--- src/rtl/imm_pkg.sv ---
`default_nettype none
// +----------------------------------------------------------------------------+
// | imm_pkg                                                                    |
// | Widths and operand-interpretation mode shared by the immediate units.      |
// | Rev 1.0                                                                    |
// +----------------------------------------------------------------------------+
package imm_pkg;

  localparam int IMM_N_DEFAULT = 16;
  localparam int IMM_M_DEFAULT = 32;

  typedef enum logic {
    IMM_SIGNED   = 1'b0,
    IMM_UNSIGNED = 1'b1
  } imm_mode_t;

endpackage
`default_nettype wire

--- src/rtl/imm_range_check.sv ---
`default_nettype none
// +----------------------------------------------------------------------------+
// | imm_range_check                                                            |
// | Combinational fit test and narrowed value; IMM_SATURATE_EN enables clamp.  |
// | Rev 1.0                                                                    |
// +----------------------------------------------------------------------------+
module imm_range_check
  import imm_pkg::*;
#(
  parameter int N = IMM_N_DEFAULT,
  parameter int M = IMM_M_DEFAULT
) (
  input  logic [M-1:0] i_value,
  input  logic         i_u,
  output logic         o_fit,
  output logic [N-1:0] o_sat_value
);

  imm_mode_t    w_mode;
  logic [M-N:0] w_sign_field;
  logic         w_fit_signed;
  logic         w_fit_unsigned;

  assign w_mode         = imm_mode_t'(i_u);
  // Signed fit needs every bit from the new sign position upward to agree.
  assign w_sign_field   = i_value[M-1:N-1];
  assign w_fit_signed   = (&w_sign_field) | ~(|w_sign_field);
  assign w_fit_unsigned = ~(|i_value[M-1:N]);
  assign o_fit          = (w_mode == IMM_UNSIGNED) ? w_fit_unsigned : w_fit_signed;

`ifdef IMM_SATURATE_EN
  logic [N-1:0] w_clamp;

  always_comb begin
    w_clamp = '1;
    if (w_mode == IMM_SIGNED) begin
      w_clamp = i_value[M-1] ? {1'b1, {(N-1){1'b0}}} : {1'b0, {(N-1){1'b1}}};
    end
  end

  assign o_sat_value = o_fit ? i_value[N-1:0] : w_clamp;
`else
  assign o_sat_value = i_value[N-1:0];
`endif

endmodule
`default_nettype wire

--- src/rtl/immediate_narrowing_unit.sv ---
`default_nettype none
// +----------------------------------------------------------------------------+
// | immediate_narrowing_unit                                                   |
// | Two-stage valid/ready narrowing pipe with overflow counter.                |
// | Optional clamp of out-of-range results: define IMM_SATURATE_EN.            |
// | Rev 1.0                                                                    |
// +----------------------------------------------------------------------------+
module immediate_narrowing_unit
  import imm_pkg::*;
#(
  parameter int N     = IMM_N_DEFAULT,
  parameter int M     = IMM_M_DEFAULT,
  parameter int CNT_W = 16
) (
  input  logic             clk,
  input  logic             rst_n,
  input  logic             in_valid,
  output logic             in_ready,
  input  logic [M-1:0]     in_value,
  input  logic             in_u,
  output logic             out_valid,
  input  logic             out_ready,
  output logic [N-1:0]     out_imm,
  output logic             out_fit,
  output logic [CNT_W-1:0] ovf_count,
  input  logic             cnt_clr
);

  logic             r_live;
  logic             r_s1_valid;
  logic [M-1:0]     r_s1_value;
  logic             r_s1_u;
  logic             r_s2_valid;
  logic [N-1:0]     r_s2_imm;
  logic             r_s2_fit;
  logic [CNT_W-1:0] r_ovf_count;

  logic             w_s2_adv;
  logic             w_s1_adv;
  logic             w_in_fire;
  logic             w_out_fire;
  logic             w_fit;
  logic [N-1:0]     w_imm;

  assign w_s2_adv   = ~r_s2_valid | out_ready;
  assign w_s1_adv   = ~r_s1_valid | w_s2_adv;
  // r_live keeps the input closed until the first edge after reset release.
  assign in_ready   = r_live & w_s1_adv;
  assign w_in_fire  = in_valid & in_ready;
  assign w_out_fire = r_s2_valid & out_ready;

  imm_range_check #(
    .N (N),
    .M (M)
  ) u_range_check (
    .i_value     (r_s1_value),
    .i_u         (r_s1_u),
    .o_fit       (w_fit),
    .o_sat_value (w_imm)
  );

  always_ff @(posedge clk or negedge rst_n) begin
    if (!rst_n) begin
      r_live     <= 1'b0;
      r_s1_valid <= 1'b0;
      r_s1_value <= '0;
      r_s1_u     <= 1'b0;
    end else begin
      r_live <= 1'b1;
      if (w_s1_adv) begin
        r_s1_valid <= w_in_fire;
      end
      if (w_in_fire) begin
        r_s1_value <= in_value;
        r_s1_u     <= in_u;
      end
    end
  end

  always_ff @(posedge clk or negedge rst_n) begin
    if (!rst_n) begin
      r_s2_valid <= 1'b0;
      r_s2_imm   <= '0;
      r_s2_fit   <= 1'b0;
    end else if (w_s2_adv) begin
      r_s2_valid <= r_s1_valid;
      if (r_s1_valid) begin
        r_s2_imm <= w_imm;
        r_s2_fit <= w_fit;
      end
    end
  end

  always_ff @(posedge clk or negedge rst_n) begin
    if (!rst_n) begin
      r_ovf_count <= '0;
    end else if (cnt_clr) begin
      r_ovf_count <= '0;
    end else if (w_out_fire && !r_s2_fit && !(&r_ovf_count)) begin
      r_ovf_count <= r_ovf_count + CNT_W'(1);
    end
  end

  assign out_valid = r_s2_valid;
  assign out_imm   = r_s2_imm;
  assign out_fit   = r_s2_fit;
  assign ovf_count = r_ovf_count;

endmodule
`default_nettype wire
--- config.mk ---
export PLATFORM = sky130hd
export DESIGN_NAME = immediate_narrowing_unit
export DESIGN_NICKNAME = d
export VERILOG_FILES = /design/src/rtl/imm_pkg.sv /design/src/rtl/imm_range_check.sv /design/src/rtl/immediate_narrowing_unit.sv
export SDC_FILE = /design/constraint.sdc
export NUM_CORES = 1
export LEC_CHECK = 0
export BUFFER_PORTS_ARGS = -buffer_cell sky130_fd_sc_hd__buf_4
export CELL_PAD_IN_SITES_DETAIL_PLACEMENT = 1
export CELL_PAD_IN_SITES_GLOBAL_PLACEMENT = 2
export CORE_MARGIN = 2
export CORE_UTILIZATION = 35
export CTS_CLUSTER_DIAMETER = 60
export DETAILED_ROUTE_END_ITERATION = 8
export PLACE_DENSITY_LB_ADDON = 0.2
export SYNTH_ARGS = -nofsm -noshare
export SYNTH_HDL_FRONTEND = slang
export SYNTH_HIERARCHICAL = 1
export SYNTH_SLANG_ARGS = --single-unit
--- constraint.sdc ---
create_clock -name clk -period 2.3 [get_ports clk]
set_input_delay 0 -clock clk [delete_from_list [all_inputs] [get_ports clk]]
set_output_delay 0 -clock clk [all_outputs]
set_load 0.01 [all_outputs]
==> out/qor.csv <==
stage,metric,value,unit
clock_network,cts.sinks,69,
setup_path,cp-end-kind,flip-flop,
logic_synthesis,ys_async_sr_fraction,100.0,%
global_route,grt_start_max_net_pins,70,
global_route,first_global_vias,2507,
setup_path,startpoint_type,flip-flop,
place,port_buffers,72,
logic_synthesis,syn_avg_cell_area,12.45,sq um
cells_and_area,fillers,939,
setup_path,critPathKind,flip-flop to flip-flop,
pwr,p_leak,0.001870,uW
logic_synthesis,ys_seq_area_share,55.24,%
timing,skew,0.007491,ns
timing,slew_headroom,39.87,%
floorplan,die_area,0.009702,sq mm
clock_network,clock_path_buffers,2,
cells_and_area,drive_above_1_share,42.37,%
cells_and_area,area_delta_synth_final,37.67,%
route,vias,2316,
logic_synthesis,yosysTopAreaCell,dfrtp_1,
min_path,hp-class,input pin to flip-flop,
logic_synthesis,synth_top_area_share,55.24,%
logic_synthesis,synth.area.top_cells,"dfrtp_1 (55%), mux2_2 (19%), buf_4 (3.8%), a21oi_1 (2.1%), nand4_1 (1.8%)",
floorplan,initial_core_util,36.01,%
global_route,grt_pass1_wl,12240,um
logic_synthesis,synth_edf_count,0,
timing,fin_crit_sh,86.31,%
pwr,power,3420,uW
global_route,grt.total_usage,15.69,%
place,dpl.hpwl,4643,um
floorplan,core_area,0.008678,sq mm
floorplan,rows,34,
floorplan,ios,73,
timing,setup_viol,0,
global_route,antenna_found_initial,0,
timing,hold_viol,0,
route,vias_per_cell,5.013,
setup_path,worstPathArrival,2.21,ns
logic_synthesis,yosys_warnings,6,
setup_path,max_stage_delay,0.45,ns
timing,setup_ws,0.3149,ns
timing,rsz0062_at_grt,no,
clock_network,clk_pin_slew,0.08,ns
timing,tightest_slew,0.9019,ns
status,status,finished clean,
timing,post-route-min-period,1.985,ns
logic_synthesis,synth_nets,290,
setup_path,cp_data_required_time,2.52,ns
setup_path,cp_max_fo,7,
route,wl,7250,um
setup_path,rr_worst_depth,5,
timing,slew_violations,0,
route,avgRoutedWirePerCell,15.69,um
clock_network,cts_root_buf,clkbuf_8,
logic_synthesis,synth_ff_type,dfrtp_1,
route,first_pass_iters,4,
pwr,power.density,794.9,mW/mm^2
floorplan,die_h,98.50,um
global_route,grt_overflow,0,
logic_synthesis,netlist_area,0.003125,sq mm
timing,fmax,503.8,MHz
floorplan,die_x,98.50,um
setup_path,cp_slowest_cell,dfrtp_1,
pwr,max-vdd-ir-drop,0.3898,mV
clock_network,cts_setup_buffers,0,
logic_synthesis,synth_cell_type_count,34,
clock_network,numCtsBuffers,9,
route,drcViolationCount,0,
cells_and_area,num-nets-final,388,
run,maxCapViolations,0,
place,gp_congestion,0.7638,
setup_path,cp_cell_sequence,ha_1 -> nand4_4 -> or2_4 -> nor4_1 -> mux2_2,
min_path,hold_depth,4,
clock_network,cts.htree.levels,3,
cells_and_area,diodes,0,
clock_network,cts_tree,yes,
timing,worst_hold_slack,0.1428,ns
route,ant_nets,0,
logic_synthesis,syn_inst,251,
cells_and_area,postLayoutCoreUtil,49.58,%
timing,setup_tns,0,ns
clock_network,insertion_delay,0.33,ns
logic_synthesis,synth-seq-cells,69,
route,drtIter0Drc,55,
place,place_ws,0.3124,ns
[path summary, 6_finish.rpt]
kind                       slack [ns]         start             to
min reg2reg                      0.49    r_s1_valid      out_valid
max                              0.31  ovf_count[0]  ovf_count[10]
min                              0.14      in_valid     r_s1_valid
max reg2reg                      0.31  ovf_count[0]  ovf_count[10]
min in group asynchronous        0.31         rst_n  r_s1_value[4]
max in group asynchronous        1.36         rst_n  r_s1_value[9]
[layer usage]
layer | routed length (um) | global-route usage (%) | vias to the layer above
met5 | 0 | 0 | -
met4 | 88 | 5.058 | 0
met3 | 278 | 3.830 | 7
li1 | - | - | 1099
met2 | 3714 | 26.74 | 43
met1 | 3168 | 19.68 | 1167
[stage by stage]
stage / instances / area [sq um]
3_3_place_gp: 410 / 3685
3_5_place_dp: 410 / 3685
6_report: 462 / 4303
5_1_grt: 462 / 4303
2_1_floorplan: 251 / 3126
4_1_cts: 462 / 4303
[area by class of cell]
class                           count  area (sq um)  area share [%]
Inverter                            4         15.01          0.3489
Timing Repair Buffer              112         943.4           21.92
Clock inverter                      5         106.4           2.472
Clock buffer                       11         151.4           3.518
Sequential cell                    69          1727           40.13
Multi-Input combinational cell    153          1225           28.47
Tap cell                          108         135.1           3.140
[repair_timing]
item,in CTS,in global routing
endpoints found under the hold margin,113,0
gates resized for setup,0,0
endpoints found under the setup margin,0,0
hold buffers,36,0
[flip-flops by register name, summed over array words and instances, names as in the netlist]
signal      count
out_fit         1
r_s1_valid      1
ovf_count      16
r_s1_value     32
out_imm        16
r_live          1
r_s1_u          1
out_valid       1
[synth_stat cells (all sizes together), types with 3 or more instances]
master  count
nand4      10
o31ai       7
buf        20
nand2b      3
nor2        8
inv         4
clkbuf      5
or4         7
mux2i       3
nor3        3
nor4        9
dfrtp      69
nand3       5
mux2       53
a21oi      13
nand2      11
nor2b       3
[cell usage in the layout (no fill, tap or decap), drive strengths merged, types with 2 or more instances in the layout]
cell type / instances
buf: 76
dfrtp: 69
mux2: 53
dlygate4sd3: 36
a21oi: 13
nand2: 11
clkbuf: 11
nand4: 10
nor4: 9
nor2: 8
o31ai: 7
or4: 7
nand3: 5
inv: 4
nand2b: 3
nor3: 3
mux2i: 3
nor2b: 3
bufinv: 3
nand3b: 2
o21ai: 2
or3: 2
or4b: 2
or2: 2
[logic make-up after synthesis]
kind of cell	Yosys count	synth area share (%)
AO/OA/AOI/OAI	25	4.924
adder cells (fa/ha/maj)	1	0.4003
buffers and inverters	29	5.565
flip-flops	69	55.24
multiplexers	56	20.06
other	1	0.1200
AND/OR/NAND/NOR	70	13.69
[power by group]
group / switching (uW) / internal, uW / total [uW]
clock: 471 / 782 / 1250
sequential: 120 / 1420 / 1540
combinational: 239 / 390 / 629
[critical path: cells and delay by family, from the launching register on]
kind / cells / cell delay, ns
adders and majority gates: 1 / 0.28
muxes: 1 / 0.37
DFF: 1 / 0.45
and+or+nand+nor: 3 / 0.77
Note: power is estimated with default switching activity, not from simulation.
